## config.mk

```make
export PLATFORM = sky130hd
export DESIGN_NAME = seg_disp_ctrl
export DESIGN_NICKNAME = d
export VERILOG_FILES = /design/src/rtl/seg_disp_ctrl_pkg.sv /design/src/rtl/seg_disp_ctrl_scan_div.sv /design/src/rtl/seg_disp_ctrl.sv
export SDC_FILE = /design/constraint.sdc
export NUM_CORES = 1
export LEC_CHECK = 0
export ABC_AREA = 1
export CAP_MARGIN = 15
export CORE_MARGIN = 8
export CORE_UTILIZATION = 44
export DETAILED_ROUTE_END_ITERATION = 10
export PLACE_DENSITY = 0.81
export SLEW_MARGIN = 5
export SYNTH_ARGS = -nofsm -noshare
export SYNTH_HDL_FRONTEND = slang
export SYNTH_SLANG_ARGS = --single-unit
```

## constraint.sdc

```tcl
create_clock -name clk -period 2.07 [get_ports clk]
set_input_delay 0.414 -clock clk [delete_from_list [all_inputs] [get_ports clk]]
set_output_delay 0.414 -clock clk [all_outputs]
set_load 0.02 [all_outputs]
```

## src/rtl/seg_disp_ctrl_pkg.sv

```systemverilog
// Shared types and constants for the seven-segment display write/scan path.
package seg_disp_ctrl_pkg;

    localparam int unsigned DISP_W = 32;
    localparam int unsigned PORT0  = 0;
    localparam int unsigned PORT1  = 1;

    typedef enum logic [1:0] {
        ST_IDLE   = 2'd0,
        ST_STROBE = 2'd1,
        ST_HOLD   = 2'd2
    } seg_state_e;

    // Fixed priority: port 0 beats port 1.
    function automatic logic [1:0] pick_fixed(input logic [1:0] r);
        logic [1:0] g;
        g = '0;
        if (r[PORT0])
            g[PORT0] = 1'b1;
        else if (r[PORT1])
            g[PORT1] = 1'b1;
        return g;
    endfunction

endpackage

```

## src/rtl/seg_disp_ctrl_scan_div.sv

```systemverilog
// Programmable prescaler and 2-bit digit scan index for the display driver.
module seg_scan_div
    import seg_disp_ctrl_pkg::*;
#(
    parameter int unsigned DIV_W = 17
) (
    input  logic             clk,
    input  logic             rst_n,
    input  logic             scan_en,
    input  logic [DIV_W-1:0] div_lim,
    output logic [1:0]       Scanning
);

    logic [DIV_W-1:0] cnt_q;
    logic [1:0]       scan_q;

    // >= so that lowering div_lim below the running count ends the dwell next cycle
    always_ff @(posedge clk or negedge rst_n) begin
        if (!rst_n) begin
            cnt_q  <= '0;
            scan_q <= '0;
        end else if (scan_en) begin
            if (cnt_q >= div_lim) begin
                cnt_q  <= '0;
                scan_q <= scan_q + 2'd1;
            end else begin
                cnt_q <= cnt_q + 1'b1;
            end
        end
    end

    assign Scanning = scan_q;

endmodule

```

## src/rtl/seg_disp_ctrl.sv

```systemverilog
// Two-port arbiter and write-strobe sequencer for the display latch, plus scan index.
// Define SEG_ARB_RR_EN for round-robin tie breaking; otherwise port 0 has fixed priority.
module seg_disp_ctrl
    import seg_disp_ctrl_pkg::*;
#(
    parameter int unsigned DIV_W = 17
) (
    input  logic              clk,
    input  logic              rst_n,
    input  logic [1:0]        req,
    input  logic [DISP_W-1:0] data0,
    input  logic [DISP_W-1:0] data1,
    output logic [1:0]        gnt,
    output logic              busy,
    output logic [DISP_W-1:0] disp_num,
    output logic              wseg,
    input  logic              scan_en,
    input  logic [DIV_W-1:0]  div_lim,
    output logic [1:0]        Scanning
);

    seg_state_e        state_q, state_d;
    logic [1:0]        win;
    logic [DISP_W-1:0] disp_q;

`ifdef SEG_ARB_RR_EN
    logic rr_ptr_q;

    // Pointer holds the last granted port; on a tie the other port wins.
    always_comb begin
        win = pick_fixed(req);
        if (req == 2'b11)
            win = rr_ptr_q ? 2'b01 : 2'b10;
    end

    always_ff @(posedge clk or negedge rst_n) begin
        if (!rst_n)
            rr_ptr_q <= 1'b1;
        else if (gnt != 2'b00)
            rr_ptr_q <= gnt[PORT1];
    end
`else
    always_comb begin
        win = pick_fixed(req);
    end
`endif

    always_ff @(posedge clk or negedge rst_n) begin
        if (!rst_n)
            state_q <= ST_IDLE;
        else
            state_q <= state_d;
    end

    always_comb begin
        state_d = state_q;
        gnt     = '0;
        wseg    = 1'b0;
        busy    = 1'b0;
        case (state_q)
            ST_IDLE: begin
                if (req != 2'b00) begin
                    gnt     = win;
                    state_d = ST_STROBE;
                end
            end
            ST_STROBE: begin
                wseg    = 1'b1;
                busy    = 1'b1;
                state_d = ST_HOLD;
            end
            ST_HOLD: begin
                busy    = 1'b1;
                state_d = ST_IDLE;
            end
            default: state_d = ST_IDLE;
        endcase
    end

    // Data only changes on a grant, so it is stable through STROBE and HOLD.
    always_ff @(posedge clk or negedge rst_n) begin
        if (!rst_n)
            disp_q <= '0;
        else if (gnt[PORT0])
            disp_q <= data0;
        else if (gnt[PORT1])
            disp_q <= data1;
    end

    assign disp_num = disp_q;

    seg_scan_div #(
        .DIV_W(DIV_W)
    ) u_scan (
        .clk     (clk),
        .rst_n   (rst_n),
        .scan_en (scan_en),
        .div_lim (div_lim),
        .Scanning(Scanning)
    );

endmodule

```

## Yosys cells after proc, flatten, opt, wreduce, memory -nomap -nowiden

Cells that the tools add are included.

- Bits in registers: 53

- $add $sub $neg: 2
- Order comparisons: 1
- Equal/unequal tests: 3
- Mux-type cells: 12
- Reductions and logical operators: 5

Operators by type and width:

| operator | number |
|---|---|
| $mux W32 | 2 |
| $add A17 B1 Y17 const B | 1 |
| $ge A17 B17 Y1 | 1 |
| $mux W17 | 1 |
| $mux W2 | 3 |
| $mux W1 | 5 |
| $pmux W2 S2 | 1 |
| $reduce_bool A2 Y1 | 2 |
| $add A2 B1 Y2 const B | 1 |
| $eq A2 B1 Y1 const B | 1 |
| $eq A2 B2 Y1 const B | 1 |
| $logic_not A2 Y1 | 1 |
| $ne A2 B2 Y1 const B | 1 |
| $reduce_and A2 Y1 | 1 |
| $reduce_or A2 Y1 | 1 |

## Depth between registers and ports, before layout

- Word-level depth: 6
- Depth in mapped cells: 14
- Mapped depth without buffers: 13

## Hierarchy

A second synthesis with hierarchy kept.

- Cells, all modules: 422
- Area total of the unflattened synthesis: 3,321.9 um2

Modules (own cells, without submodules):

| module | instances | cells an instance | area each (um2) | seq. area each (um2) |
|---|---|---|---|---|
| seg_disp_ctrl | 1 | 197 | 1,702.9 | 850.8 |
| seg_scan_div | 1 | 225 | 1,619.1 | 475.5 |

## Worst setup path after synthesis

No wires, ideal clock.

- Path type: input to register
- Start point: input port div_lim[16]
- End point: register u_scan.scan_q[0], in the netlist u_scan.Scanning[0]
- Setup time: 117 ps
- Arrival: 1,488 ps
- Required time: 1,953 ps
- Setup slack: 465 ps
- Stages: 12
- Buffers on the path: 1
- Path through: inv_1 > ha_1 > nand2_1 > nor2_1 > nand2_1 > nor2_1 > nor2_1 > nand3_2 > buf_6 > nand2_2 > nand2_1 > nand2_1

- Longest elaborated chain between the ends: 2

Ends and longest elaborated chain:

| what | line | text |
|---|---|---|
| from (decl) | seg_disp_ctrl.sv:18 | `input logic [DIV_W-1:0] div_lim,` |
| $ge A17 B17 Y1 | seg_disp_ctrl_scan_div.sv:23 | `if (cnt_q >= div_lim) begin` |
| $reduce_and A2 Y1 (no line) | - |  |
| to (signal assigned) | seg_disp_ctrl_scan_div.sv:25 | `scan_q <= scan_q + 2'd1;` |
| to (decl) | seg_disp_ctrl_scan_div.sv:15 | `logic [1:0] scan_q;` |

No other way between the ends.
A chain may end at the register's enable or synchronous reset.

## Worst setup path after layout

- Start point: register state_q[1]
- End point: output port wseg

- Longest elaborated chain between the ends: 2

Ends and longest elaborated chain:

| what | line | text |
|---|---|---|
| from (decl) | seg_disp_ctrl.sv:22 | `seg_state_e state_q, state_d;` |
| from (signal assigned) | seg_disp_ctrl.sv:52 | `state_q <= state_d;` |
| $eq A2 B1 Y1 | seg_disp_ctrl.sv:60 | `case (state_q)` |
| $mux W1 | seg_disp_ctrl.sv:60 |  |
| to (decl) | seg_disp_ctrl.sv:16 | `output logic wseg,` |

No other way between the ends.

==> results <==
-- cells by family (layout without fill, tap and decap cells) --
| kind of cell | count (synthesis) | count (layout) | synth area share |
|---|---|---|---|
| AND/OR/NAND/NOR | 167 | 167 | 0.231 |
| XOR/XNOR | 7 | 7 | 0.0195 |
| adder cells (fa/ha/maj) | 20 | 20 | 0.0797 |
| buffers and inverters | 64 | 188 | 0.0873 |
| flip-flops | 53 | 53 | 0.422 |
| AO/OA/AOI/OAI | 96 | 96 | 0.160 |
-- metal layers --
metal  up-vias  track usage  part of all wire
li1       1553            -                 -
met1      1418        0.213              0.40
met2       102        0.325              0.50
met3         7       0.0773             0.095
met4         0       0.0442            0.0091
met5         -            0                 0
-- worst paths after layout --
path,end,from,depth (start not counted)
min,disp_num[9],rst_n,1
max in group asynchronous,disp_num[4],rst_n,2
min reg2reg,disp_num[19],disp_num[19],2
max,wseg,state_q[1],3
min in group clk,disp_num[19],disp_num[19],2
max reg2reg,u_scan.cnt_q[0],u_scan.cnt_q[4],11
-- registers in the layout, summed over array words and instances, names as in the netlist --
register,count
state_q,2
u_scan.Scanning,2
u_scan.cnt_q,17
disp_num,32
-- through the flow --
stage          area (µm²)  hold slack (ns)   util  setup WS (ns)  total power [mW]
2_1_floorplan        3140            0.118      -          0.465              3.38
3_3_place_gp         4500            0.398  0.634         -0.123              4.67
3_5_place_dp         4500            0.403  0.634         -0.169              4.77
4_1_cts              4580           0.0668  0.646         0.0133              5.38
5_1_grt              4590           0.0807  0.647        0.00429              5.76
6_report             4590           0.0624  0.647         0.0712              5.31
-- power by group through the flow --
stage	logic [mW]	registers [mW]	clock network, mW
final	2.93	1.80	0.593
after global routing	3.25	1.86	0.653
after CTS	2.96	1.80	0.617
after detailed placement	2.96	1.81	0
after global placement	2.89	1.78	0
after floorplan	1.21	2.18	0
-- layout make-up --
class                           instances  area, µm²
Fill cell                             606       2510
Multi-Input combinational cell        290       1540
Timing Repair Buffer                  134       1340
Sequential cell                        53       1330
Inverter                               47        176
Tap cell                               99        124
Clock buffer                            7       86.3
-- cell usage after synthesis (4+ instances only) --
master     n  area (µm²)
a21oi_1   49         245
a21oi_2    4        35.0
buf_2      8        40.0
clkbuf_1   5        18.8
dfrtp_1   53        1330
ha_1      20         250
inv_1     45         169
nand2_1   90         338
nand3_1   12        60.1
nand4_1    4        25.0
nor2_1    47         176
o21ai_0   34         170
o21ai_1    6        30.0
xor2_1     7        61.3
-- critical path, delay by kind of cell, from the launching register on --
kind | cells | cell delay (ns)
adders and majority gates | 1 | 0.19
buffers and inverters | 2 | 0.73
DFF | 1 | 0.37
-- repair_timing --
item	CTS	global route
setup endpoints to repair	2	4
resized for setup	2	3
hold endpoints to repair	0	0
buffers inserted	0	0
==> results.toml <==
[run_status]
status = "finished, final reports clean"

[yosys]
async_flop_share = 1.00
synth.distinct_cells = 26
synth_ff_type = "dfrtp_1"
syn-num-nets = 513
ys_ff_latch = 53
yosysWarnings = 0
syn_inst = 407
syn_area_per_cell_um2 = 7.72
synth_edf_count = 0
synth-seq-area-share = 0.422
synth_area_um2 = 3140

[sta]
finalSetupViolCount = 0
rsz0062_at_grt = "false"
fin_skew_ns = 0.00558
slew-limit-headroom = 0.679
slew_viol_final = 0
worst_pin_slew_ns = 0.482
period_minus_slack_ns = 2.00
fin_crit_sh = 0.966
fin_setup_tns_ns = 0
fmax_mhz = 500
hold_viol = 0

[route]
drtIter0Drc = 142
routed_wl_um = 9100
first_pass_iters = 4
dr_total_vias = 3080
viasPerCell = 4.89
drcViolationCount = 0
postRouteAntennaNets = 0
wire_per_inst_um = 14.4

[clock_network]
cts_max_path_buffers = 2
clk_latency_ns = 0.30
cts_buffers = 5
cts_tree = "done"
cts_root_buffer = "clkbuf_8"
cts.sinks = 53
hold_buffers = 0
clk_pin_slew_ns = 0.09
htree_levels = 2

[place]
portBuffers = 123
placedCellCount = 623
hpwl_um = 7120
place_congestion = 0.871

[run]
cap_violations = 0

[setup_path]
crit_chain = "inv_1, ha_1, clkdlybuf4s50_1"
worstPathArrival_ns = 1.58
critPathMaxFanout = 3
cp-end-kind = "output pin"
path_class = "register to output pin"
crit_required_ns = 1.66
cpPeakStageDelay_ns = 0.63
startpoint_type = "register"
r2r_setup_slack_ns = 0.30
slowest_stage = "clkdlybuf4s50_1"

[global_route]
antenna_found_initial = 0
grt_use_total = 0.189
grt_pass1_vias = 3288
grt_pass1_wl_um = 15500
grt_overflow = 0
grt_max_degree = 33

[final_layout]
layout_commonest_cell = "clkdlybuf4s50_1"
final_cells = 630
n_antenna_cell = 0
layout_common_cells = "119 x clkdlybuf4s50_1, 90 x nand2_1, 53 x dfrtp_1"
syn2layout_area_growth_pct = 46.2
fin_nets = 637
drive_above_1_share = 0.0734

[die]
die_w_um = 100
dieHeight_um = 100
ios = 124
num_rows = 31
start_util = 0.442
die_area_um2 = 10100
core_um2 = 7100

[power]
seqPwrFrac = 0.338
switchingPower_mw = 2.28
leakagePower_nw = 2.14
sw_frac_of_total = 0.429
p_comb_frac = 0.550
power.internal_mw = 3.04
clkPwrFrac = 0.112
power.density_nw_per_um2 = 1160
ir_worst_vdd_uv = 888

[hold_path]
hold_path_class = "input pin to asynchronous set/reset pin"
Power figures use the tool's default switching activity.
